**src/rtl/store_buffer.sv**
```systemverilog
// Store buffer that sits in front of a single-port data memory.
// Stores are queued and drained in order, one per cycle. Loads win the memory
// port, and a load takes its data from the youngest queued store to the same word.
module store_buffer #(
  parameter int DEPTH  = 4,
  parameter int ADDR_W = 32,
  parameter int DATA_W = 32
) (
  input  logic                     clk,
  input  logic                     reset,
  input  logic                     st_valid,
  output logic                     st_ready,
  input  logic [ADDR_W-1:0]        st_addr,
  input  logic [DATA_W-1:0]        st_data,
  input  logic                     ld_valid,
  output logic                     ld_ready,
  input  logic [ADDR_W-1:0]        ld_addr,
  output logic                     ld_resp_valid,
  output logic [DATA_W-1:0]        ld_resp_data,
  output logic                     mem_write,
  output logic                     mem_read,
  output logic [ADDR_W-1:0]        mem_addr,
  output logic [DATA_W-1:0]        mem_wdata,
  input  logic [DATA_W-1:0]        mem_rdata,
  output logic [$clog2(DEPTH):0]   sb_count,
  output logic                     sb_empty
);

  localparam int PTR_W = $clog2(DEPTH);
  localparam int CNT_W = PTR_W + 1;

  logic [ADDR_W-1:0] addr_mem [DEPTH];
  logic [DATA_W-1:0] data_mem [DEPTH];

  logic [PTR_W-1:0]  head_reg, tail_reg;
  logic [CNT_W-1:0]  count_reg;
  logic              resp_valid_reg;
  logic [DATA_W-1:0] resp_data_reg;

  logic              full, st_fire, ld_fire, drain_fire;
  logic [DEPTH-1:0]  hit;
  logic [PTR_W-1:0]  scan_idx;
  logic              fwd_hit;
  logic [DATA_W-1:0] fwd_data;
  logic [DATA_W-1:0] load_data_next;

  assign full       = (count_reg == CNT_W'(DEPTH));
  assign st_ready   = !full;
  assign ld_ready   = !full;
  assign st_fire    = st_valid && st_ready;
  assign ld_fire    = ld_valid && ld_ready;
  assign drain_fire = !ld_fire && (count_reg != '0);

  assign sb_count      = count_reg;
  assign sb_empty      = (count_reg == '0);
  assign ld_resp_valid = resp_valid_reg;
  assign ld_resp_data  = resp_data_reg;

  // Per physical slot: is it occupied, and does it hold the load's word?
  // A slot is occupied when its distance from head is below count.
  for (genvar gi = 0; gi < DEPTH; gi++) begin : g_match
    logic [PTR_W-1:0] age;
    assign age     = PTR_W'(gi) - head_reg;
    assign hit[gi] = ({1'b0, age} < count_reg) &&
                     (addr_mem[gi][ADDR_W-1:2] == ld_addr[ADDR_W-1:2]);
  end

  // Scan from oldest to youngest so the last hit seen is the youngest match.
  always_comb begin
    scan_idx = '0;
    fwd_hit  = 1'b0;
    fwd_data = '0;
    for (int i = 0; i < DEPTH; i++) begin
      scan_idx = head_reg + PTR_W'(i);
      if (hit[scan_idx]) begin
        fwd_hit  = 1'b1;
        fwd_data = data_mem[scan_idx];
      end
    end
  end

  assign load_data_next = fwd_hit ? fwd_data : mem_rdata;

  // Memory port arbitration: a load owns the port, otherwise drain the head entry.
  always_comb begin
    mem_read  = 1'b0;
    mem_write = 1'b0;
    mem_addr  = '0;
    mem_wdata = '0;
    if (ld_fire) begin
      mem_read = 1'b1;
      mem_addr = ld_addr;
    end else if (drain_fire) begin
      mem_write = 1'b1;
      mem_addr  = addr_mem[head_reg];
      mem_wdata = data_mem[head_reg];
    end
  end

  // Entry storage; contents need no reset because count gates validity.
  always_ff @(posedge clk) begin
    if (st_fire) begin
      addr_mem[tail_reg] <= st_addr;
      data_mem[tail_reg] <= st_data;
    end
  end

  // Pointers, occupancy and the registered load response.
  always_ff @(posedge clk or posedge reset) begin
    if (reset) begin
      head_reg       <= '0;
      tail_reg       <= '0;
      count_reg      <= '0;
      resp_valid_reg <= 1'b0;
      resp_data_reg  <= '0;
    end else begin
      if (st_fire)    tail_reg <= tail_reg + 1'b1;
      if (drain_fire) head_reg <= head_reg + 1'b1;
      count_reg      <= count_reg + CNT_W'(st_fire) - CNT_W'(drain_fire);
      resp_valid_reg <= ld_fire;
      if (ld_fire) resp_data_reg <= load_data_next;
    end
  end

endmodule

```
**config.mk**
```make
export PLATFORM = sky130hd
export DESIGN_NAME = store_buffer
export DESIGN_NICKNAME = d
export VERILOG_FILES = /design/src/rtl/store_buffer.sv
export SDC_FILE = /design/constraint.sdc
export NUM_CORES = 1
export LEC_CHECK = 0
export ABC_CLOCK_PERIOD_IN_PS = 5180
export CAP_MARGIN = 20
export CORE_ASPECT_RATIO = 2
export CORE_MARGIN = 2
export CORE_UTILIZATION = 40
export CTS_BUF_LIST = sky130_fd_sc_hd__clkbuf_8
export DETAILED_ROUTE_END_ITERATION = 7
export PLACE_DENSITY = 0.62
export SYNTH_ARGS = -nofsm -noshare
export SYNTH_HDL_FRONTEND = slang
export SYNTH_SLANG_ARGS = --single-unit
export TNS_END_PERCENT = 1
```
**constraint.sdc**
```tcl
create_clock -name clk -period 5.18 [get_ports clk]
set_input_delay 0.777 -clock clk [delete_from_list [all_inputs] [get_ports clk]]
set_output_delay 0.777 -clock clk [all_outputs]
set_load 0.1 [all_outputs]
```
==> impl_results.md <==
* Run status: finished clean
* Asr flop ratio synth at 13.5%
* Die width at 149 µm
* Ranking of synthesized cells by area: edfxtp_1 (46%), dfrtp_1 (6.0%), mux2i_1 (5.7%), mux4_2 (4.4%), mux2_2 (4.4%)
* Vias in the first global route at 12.3k
* Multiplexer area fraction after synthesis at 14.5%
* Post-cts repair resize count at 0
* Critical-path top delay cell: dfrtp_1
* Initial drt markers at 487
* WP data required at between 4 and 5 ns
* CP cell instances: inv_1, or3_1, nand2_1, inv_2, nor2_4, buf_4, a22o_1, buf_4
* Cts hold-fix bufs at 0
* Synth Area in XOR/XNOR at 6.70%
* Most used cell, CP: buf_4
* CTS tree: built
* Slew @ Worst Pin at ~1.1 ns
* Vias at 11.6k
* Yosys warning count at 0
* Routability cong. at between 0.8 and 0.9
* Peak supply drop at around 420 µV
* Startpoint Class: flop
* CP peak stage delay at between 0.5 and 0.6 ns
* Num CTS Buffers at 44
* Remaining antenna violation count after routing at 0
* Routed len/inst at 24.4 µm
* Crit path kind: flop to primary output
* Max H-tree Level at 2
* Crit-path max FO at 37
* Tcrit/Tclk final at between 70% and 80%
* Die Ht at around 290 µm
* Vias/cell at 5.62
* Share of layout cells above drive strength 1 at 23.9%
* Max Cap Violations at 0
* Antenna violations before repair at 4
* FP Rows at 106
* R2r setup slk at 1.23 ns
* Setup crit end kind: primary output
* Fin nets at 1,626
* Remaining DRCs at 0
* Setup violators final at 0
* Syn avg cell area at roughly 13 µm²
* Fmax at 0.242 GHz
* Worst-path clk slew at 0.07 ns
* Largest area contributor in the synthesized netlist: edfxtp_1
* Post-synthesis adder-cell area fraction at 0.865%
* Fin Setup TNS at 0 ns
* Worst-skew pair later-pin latency at a little under 0.6 ns
* Synth top area share at 45.8%
* Syn Nets at 1,433
* I/O Buffers at ~240
* Die area at 43,700 µm²
* Initial Util at 40.3%
* Post-Synthesis Cells at 1,290
* Max Slew Vio Count at 0
* Leak at 0.00717 µW
* Simple-gate area share of the yosys netlist at 10.3%
* Largest family of logic cells by synthesized area: multiplexers
* Crit path time final at 4.13 ns
* Postcts setup bufs at 0
* Final Hold Fails at 0
* Min-Delay Path Class: flop to flop
* Fill count at ~3.8k
* Clock buffer depth at 3
* Largest net degree at the start of global routing at 94
* Post-synth cell types at 54
* #FFs+latches synth at 296
* First-pass GRT wire length at about 74,000 µm
* Core area at ~42,000 µm²
* Global route overflow at 0
* Dpl hpwl at between 30,000 and 40,000 µm
* Power Dens Cells at 656 nW/µm²
* RSZ-0062 raised after global routing: false
* Gr usage total at 22.9%
* # clock sinks at 296
* Root Driver: clkbuf_8
* Post-synth top flop: edfxtp_1
* Synth Cell Area at about 17,000 µm²
* Sequential area share after synthesis at around half
* Drt total wl at 50,300 µm
* Setup Skew at 0.0239 ns
* Top-level I/O count at 237
* Drt first pass iters at 5
* Relative slew slack at 27.4%
* Layout Utilization at 48.0%
* Synth-to-Final Area Change at 19.2%
* Worst path arrival time at around 3.4 ns
* Compound-Gate Fraction of Synth Area at 10.0%
* Post-synth EDFFs at roughly 260
## layout make-up
type	count	area [µm²]	area share, %
Antenna cell	3	7.51	0.0375
Clock buffer	47	647	3.23
Clock inverter	33	219	1.09
Inverter	44	168	0.838
Multi-Input combinational cell	835	7170	35.9
Sequential cell	296	8700	43.5
Tap cell	540	676	3.38
Timing Repair Buffer	262	2420	12.1
## where the power goes
| group | leakage [µW] | switching, µW | internal [µW] |
|---|---|---|---|
| clock | 0.000486 | 929 | 991 |
| sequential | 0.00279 | 341 | 3180 |
| combinational | 0.00389 | 5500 | 2170 |
| total | 0.00717 | 6770 | 6340 |
## logic make-up after synthesis
family	Yosys count
AND/OR/NAND/NOR	330
flip-flops	296
multiplexers	194
AO/OA/AOI/OAI	175
buffers and inverters	159
XOR/XNOR	125
adder cells (fa/ha/maj)	11
## stage by stage
step	instance area (µm²)	hold WS [ns]	cells	worst slack, ns	total power [µW]
2_1_floorplan	16800	0.498	1290	-0.396	9480
3_3_place_gp	19100	0.531	1977	0.672	11200
3_5_place_dp	19100	0.536	1977	0.572	11300
4_1_cts	20000	0.552	2057	0.930	13200
5_1_grt	20000	0.579	2059	0.893	13700
6_report	20000	0.551	2060	1.05	13100
## critical path, delay by kind of cell (launching register included)
| kind | cells | cell delay [ns] |
|---|---|---|
| AOI/OAI and AO/OA | 1 | 0.30 |
| and+or+nand+nor | 3 | 0.89 |
| buffers and inverters | 4 | 1.03 |
| DFF | 1 | 0.52 |
## Yosys cell counts, types with 38 or more instances
library cell  count
xor2_1           83
dfrtp_1          40
mux2i_1          96
mux2_2           65
a21oi_1          38
inv_1            43
xnor2_1          38
nor2_1           72
nand3_1          42
nand2_1         103
clkbuf_1         39
edfxtp_1        256
## final timing paths
check	from	to	cells after the start
max	sb_count[2]$_DFF_PP0_	mem_addr[4]	8
min	tail_reg[0]$_DFFE_PP0P_	tail_reg[0]$_DFFE_PP0P_	1
max reg2reg	head_reg[1]$_DFFE_PP0P_	ld_resp_data[24]$_DFFE_PP0P_	13
min reg2reg	tail_reg[0]$_DFFE_PP0P_	tail_reg[0]$_DFFE_PP0P_	1
max in group asynchronous	reset	ld_resp_data[15]$_DFFE_PP0P_	3
min in group asynchronous	reset	ld_resp_data[31]$_DFFE_PP0P_	2
## cells in the final DEF (no fill, tap or decap), types with 11 or more instances in the layout
| cell | instances |
|---|---|
| edfxtp_1 | 256 |
| clkdlybuf4s50_1 | 170 |
| nand2_1 | 103 |
| mux2i_1 | 96 |
| buf_4 | 90 |
| xor2_1 | 83 |
| nor2_1 | 70 |
| mux2_2 | 65 |
| inv_1 | 53 |
| clkbuf_8 | 47 |
| nand3_1 | 42 |
| a21oi_1 | 38 |
| xnor2_1 | 38 |
| dfrtp_1 | 38 |
| and2_1 | 33 |
| o211ai_1 | 33 |
| mux4_2 | 33 |
| nand3_2 | 30 |
| a41oi_2 | 30 |
| a22o_1 | 30 |
| a221o_2 | 23 |
| nor4_1 | 16 |
| nand4_1 | 11 |
## metal layers
| layer | GRT usage, % | routed length (µm) | vias up |
|---|---|---|---|
| li1 | - | - | 5208 |
| met1 | 22.6 | 16700 | 5775 |
| met2 | 44.5 | 27800 | 449 |
| met3 | 3.26 | 2690 | 137 |
| met4 | 12.9 | 3060 | 4 |
| met5 | 0 | 24 | - |
Power figures use the tool's default switching activity.
==> RTL edit 1: new RTL, same flow settings <==
The parameter `ADDR_W` goes from 32 to 64.
--- a/src/rtl/store_buffer.sv
+++ b/src/rtl/store_buffer.sv
@@ -5,3 +5,3 @@
   parameter int DEPTH  = 4,
-  parameter int ADDR_W = 32,
+  parameter int ADDR_W = 64,
   parameter int DATA_W = 32
Interface: changed (resized ld_addr, mem_addr and st_addr); port bits go from 237 to 333. No check against the original RTL was run, so the function may have changed too.
==> RTL edit 1 against the original RTL <==
Final area rose by 49%. Critical path type unchanged. Critical path depth grew 1. Sequential share of layout area shrank 1.3 points. Sequential cell count increased by 128. Highest routed layer unchanged. Total power grew 47%. Via count rose by 51%. Worst setup slack got worse by 0.63 ns. Synthesized area grew 39%. Routed wire length grew 87%. Maximum frequency down 13%. Non-clock buffer count is 148 higher. Largest cell class unchanged. Clock power grew 41%.
==> RTL edit 1: results (changes against the original RTL) <==
| Metric | Value |
|---|---|
| Port bufs | 332 (+41%) |
| First-pass GRT wire length | 132,000 um (+78%) |
| Synth Flop Type | edfxtp_1 |
| Max reg flops | 256 |
| LEAKAGE | 9.89 nW (+38%) |
| Largest net degree at the start of global routing | 154 (+64%) |
| Post-synth ARST share | 9.43% (-4.1 points) |
| Initial DRC count | 1,434 (+190%) |
| Worst-path fanout max | 22 (-41%) |
| Total CTS buffers | 60 (+36%) |
| Clock Root Buffer | clkbuf_8 |
| Worst path max stage delay | 0.61 ns (+0.09 ns) |
| Clock skew | 0.0390 ns (+0.0151 ns) |
| Max IR drop VDD | 0.497 mV (+19%) |
| DP HPWL | 72,400 um (+120%) |
| Share of layout cells above drive strength 1 | 20.2% (-3.8 points) |
| Worst min-delay path category | flip-flop to flip-flop |
| Status | finished, final reports clean |
| Synth area leaders | edfxtp_1 49%, mux4_2 9.3%, xnor2_1 8.9% |
| Commonest cells post-synth | 384 x edfxtp_1, 237 x xnor2_1, 115 x nor2_1 |
| Register area share after synthesis | 53.6% (+1.9 points) |
| Synth unique cells | 65 (+20%) |
| WL final | 94,000 um (+87%) |
| GPL Wtd Cong | 1.10 (+31%) |
| Worst Tran Pin Value | 1.16 ns (+0.0710 ns) |
| Slowest-stage cell, CP | dfrtp_1 |
| Int Power | 0.00980 W (+54%) |
| Vias in the first global route | 18,200 (+48%) |
| Post-cts resize count | 0 (unchanged) |
| Htree depth | 2 (unchanged) |
| Longest Clk Path Bufs | 3 (unchanged) |
| DRT Pass-1 Iters | 6 (+1) |
| # fillers | 5,003 (+32%) |
| DRT antenna net count | 0 (unchanged) |
| Clk_lat worst skew | 0.68 ns (+0.09 ns) |
| Worst-path clk slew | 0.06 ns |
| Ys Warns | 0 (unchanged) |
| Post-CTS Setup Inserts | 0 (unchanged) |
| Total GRT Usage | 30.9% (+8.0 points) |
| Dpl ws | 0.137 ns (-0.435 ns) |
| Worst EP arrival | 3.98 ns (+0.63 ns) |
| Initial antenna violation count | 5 (+1) |
| Largest register by flop count | addr_mem |
| Via density | 5.97 (+6.3%) |
| Number of flops mapped to enable cells by yosys | 384 (+50%) |
| Nets | 2,313 (+42%) |
| Syn nets | 2,000 (+40%) |
RTL edit 1: layout make-up:
| class | count | area share, % |
|---|---|---|
| sequential | 424 | 42.1 |
| multi-input combinational | 1187 | 33.9 |
| timing repair buffer | 410 | 16.3 |
| tap | 762 | 3.20 |
| clock buffer | 68 | 3.15 |
| clock inverter | 39 | 0.904 |
| inverter | 23 | 0.299 |
| antenna | 3 | 0.0252 |
RTL edit 1: final timing paths:
check                           slack (ns)  depth (start not counted)                 startpoint                            to
max in group asynchronous             3.90                          3                      reset  ld_resp_data[27]$_DFFE_PP0P_
worst min register to register        0.55                          1    tail_reg[0]$_DFFE_PP0P_       tail_reg[0]$_DFFE_PP0P_
worst min-delay path                  0.55                          1    tail_reg[0]$_DFFE_PP0P_       tail_reg[0]$_DFFE_PP0P_
worst max-delay path                  0.42                          9      sb_count[2]$_DFF_PP0_                  mem_addr[51]
min in group asynchronous             0.56                          2                      reset  ld_resp_data[20]$_DFFE_PP0P_
worst max register to register        0.82                         11  addr_mem[0][38]$_DFFE_PP_   ld_resp_data[0]$_DFFE_PP0P_
RTL edit 1: cells by family after synthesis:
family                   after synthesis  share of synthesized area, %
flip-flops                           424                          53.6
AND/OR/NAND/NOR                      417                          9.31
AO/OA/AOI/OAI                        317                          9.99
XOR/XNOR                             247                          9.32
multiplexers                         195                          13.8
buffers and inverters                182                          3.34
adder cells (fa/ha/maj)               11                         0.621
RTL edit 1: critical path: cells and delay by family, from the launching register on:
family	cells	cell delay [ns]
AO/OA/AOI/OAI	1	0.25
buffers and inverters	4	1.08
flip-flops	1	0.61
AND/OR/NAND/NOR	4	1.37
RTL edit 1: power by group through the flow:
stage,sequential [W],combinational [W],clock (W)
final,0.00505,0.0115,0.00270
after global routing,0.00512,0.0119,0.00288
after CTS,0.00504,0.0115,0.00274
after detailed placement,0.00511,0.0115,0
after global placement,0.00506,0.0115,0
after floorplan,0.00566,0.00688,0
RTL edit 1: layer usage:
metal  wire, um  part of all wire (%)  up-vias  GRT usage (%)
met5         29                 0.031        -              0
met4       8080                   8.6        6           21.7
met3       4720                   5.0      209           4.40
met2      51700                    55      772           58.8
met1      29400                    31     8845           29.9
li1           -                     -     7586              -
RTL edit 1: metrics by stage:
step / power [W] / instance area (um2) / setup TNS, ns / std cells
6_report: 0.0192 / 29800 / 0 / 2916
5_1_grt: 0.0198 / 29800 / 0 / 2915
4_1_cts: 0.0193 / 29700 / 0 / 2913
3_5_place_dp: 0.0166 / 28500 / 0 / 2806
3_3_place_gp: 0.0165 / 28500 / 0 / 2806
2_1_floorplan: 0.0125 / 23400 / -3.40 / 1793
==> RTL edit 2: new RTL, same settings <==
Made on the original files. Make the reset (`reset`) synchronous in one clocked block.
--- a/src/rtl/store_buffer.sv
+++ b/src/rtl/store_buffer.sv
@@ -108,3 +108,3 @@
   // Pointers, occupancy and the registered load response.
-  always_ff @(posedge clk or posedge reset) begin
+  always_ff @(posedge clk) begin
     if (reset) begin
Check against the original RTL: differs if reset is asserted again (counterexample within 4 cycles, from zero or initial values and one cycle with reset high); with reset held inactive, the same outputs for 4 cycles.
==> RTL edit 2 against the original RTL <==
Sequential power is 5% lower. Routed wire length is 4.7% lower. Total power is 14% lower. Sequential cell count is 2 higher. Worst setup slack worse by 0.086 ns. Register-to-register slack better by 0.18 ns. Synthesized area is 0.85% lower. Largest power group unchanged. Final area is 5.0% higher.
==> RTL edit 2: results (changes against the original RTL) <==
| Metric | Value |
|---|---|
| Worst EP arrival | 3.43 ns (+0.08 ns) |
| Synth Flop Type | edfxtp_1 |
| WL met1 | 15,300 um (-8.7%) |
| Worst-path fanout max | 28 (-24%) |
| Hold Slack | 0.501 ns (-0.0504 ns) |
| Met1 Use GR | 21.7% (-0.96 points) |
| Internal reg-to-reg setup slack | 1.41 ns (+0.18 ns) |
| WL/cell | 25.0 um (+2.6%) |
| Worst path max stage delay | 0.56 ns (+0.04 ns) |
| Synth Area in XOR/XNOR | 6.63% (-0.070 points) |
| CP top delay family | simple AND/OR/NAND/NOR gates |
| Mapped Cells | 1,149 (-11%) |
| Max IR drop VDD | 0.434 mV (+3.5%) |
| Register area share after synthesis | 51.3% (-0.52 points) |
| Hold Startpoint | tail_reg[1]$_SDFFE_PP0P_ |
| Met2 wire length | 26,900 um (-3.3%) |
| Total CTS buffers | 45 (+2.3%) |
| Hold worst-path end | tail_reg[1]$_SDFFE_PP0P_ |
| Status | finished, final reports clean |
| Synth area leaders | edfxtp_1 46%, mux4_2 21%, xor2_1 6.1% |
| Post-synth ARST share | 0% (-14 points) |
| Via density | 5.87 (+4.5%) |
| Nets | 1,484 (-8.7%) |
| Worst Tran Pin Value | 1.10 ns (+0.0150 ns) |
| Switching portion of total power | 43.5% (-8.2 points) |
| Vias in the first global route | 12,000 (-2.0%) |
| Largest net degree at the start of global routing | 80 (-15%) |
| Met2 Use GR | 42.5% (-1.9 points) |
| LEAKAGE | 6.90 nW (-3.7%) |
| Commonest cells post-synth | 256 x edfxtp_1, 152 x mux4_2, 115 x xor2_1 |
| Post-synthesis compound-gate area fraction | 8.27% (-1.7 points) |
| Placed Area | 20,000 um2 (+4.7%) |
| Initial DRC count | 535 (+9.9%) |
| Post-Synth Adder-Cell Area | 0.872% (+0.0074 points) |
| Syn nets | 1,292 (-9.8%) |
| DP HPWL | 32,700 um (-2.6%) |
| Placed Cells | 1,828 (-7.5%) |
| Synth unique cells | 50 (-7.4%) |
| # fillers | 3,525 (-7.0%) |
| Vias | 11,200 (-2.9%) |
| Share of layout cells above drive strength 1 | 24.1% (+0.22 points) |
| FF-to-FF Start | sb_count[2]$_SDFF_PP0_ |
| Multiplexer area fraction after synthesis | 21.2% (+6.7 points) |
| Clock skew | 0.0249 ns (+0.000994 ns) |
| Slowest-stage cell, CP | or3_1 |
| Initial antenna violation count | 5 (+1) |
| Critical register-to-register path endpoint | sb_count[2]$_SDFF_PP0_ |
| Met3 Usage GRT | 3.83% (+0.58 points) |
| Dpl ws | 0.930 ns (+0.358 ns) |
| GPL Wtd Cong | 0.830 (-1.4%) |
| Area of the multi-input gates | 7450 um2 (+3.9%) |
| First-pass GRT wire length | 71,300 um (-3.4%) |
| Hold Path Depth | 2 (+1) |
-- RTL edit 2: cell count changes in the layout (fill, tap and decap cells not counted), moves of 60 or more --
cell / delta
mux4_2: +119
nand2_1: -93
mux2i_1: -91
buf_4: -68
buf_12: +66
mux2_2: -60
-- RTL edit 2: cell type report --
| class | instances | area share (%) |
|---|---|---|
| Clock inverter | 34 | 1.42 |
| Antenna cell | 4 | 0.0476 |
| Clock buffer | 47 | 3.08 |
| Timing Repair Buffer | 261 | 15.5 |
| Inverter | 37 | 0.667 |
| Multi-Input combinational cell | 698 | 35.5 |
| Sequential cell | 298 | 40.7 |
| Tap cell | 535 | 3.19 |
-- RTL edit 2: power groups by stage --
stage	Clock (W)	Combinational [W]	Sequential, W
6_report	0.00207	0.00588	0.00333
4_1_cts	0.00212	0.00591	0.00334
5_1_grt	0.00221	0.00611	0.00339
3_3_place_gp	0	0.00586	0.00337
3_5_place_dp	0	0.00589	0.00339
2_1_floorplan	0	0.00389	0.00346
-- RTL edit 2: how the worst max path moves through the flow --
stage	startpoint	end	slack [ns]	cells past startpoint
3_3_place_gp	ld_addr[24]	ld_resp_data[1]$_SDFFE_PP0P_	0.95	10
3_5_place_dp	ld_addr[24]	ld_resp_data[1]$_SDFFE_PP0P_	0.93	10
4_1_cts	sb_count[2]$_SDFF_PP0_	mem_wdata[1]	0.83	8
5_1_grt	sb_count[2]$_SDFF_PP0_	mem_wdata[1]	0.78	8
6_report	sb_count[2]$_SDFF_PP0_	mem_wdata[27]	0.97	8
2_1_floorplan	sb_count[2]$_SDFF_PP0_	mem_wdata[22]	-0.13	9
-- RTL edit 2: worst min-delay path, cell delays in order, from the launching register on --
cell,delay [ns]
dfxtp_1,0.34
nand2_1,0.06
a21oi_1,0.06
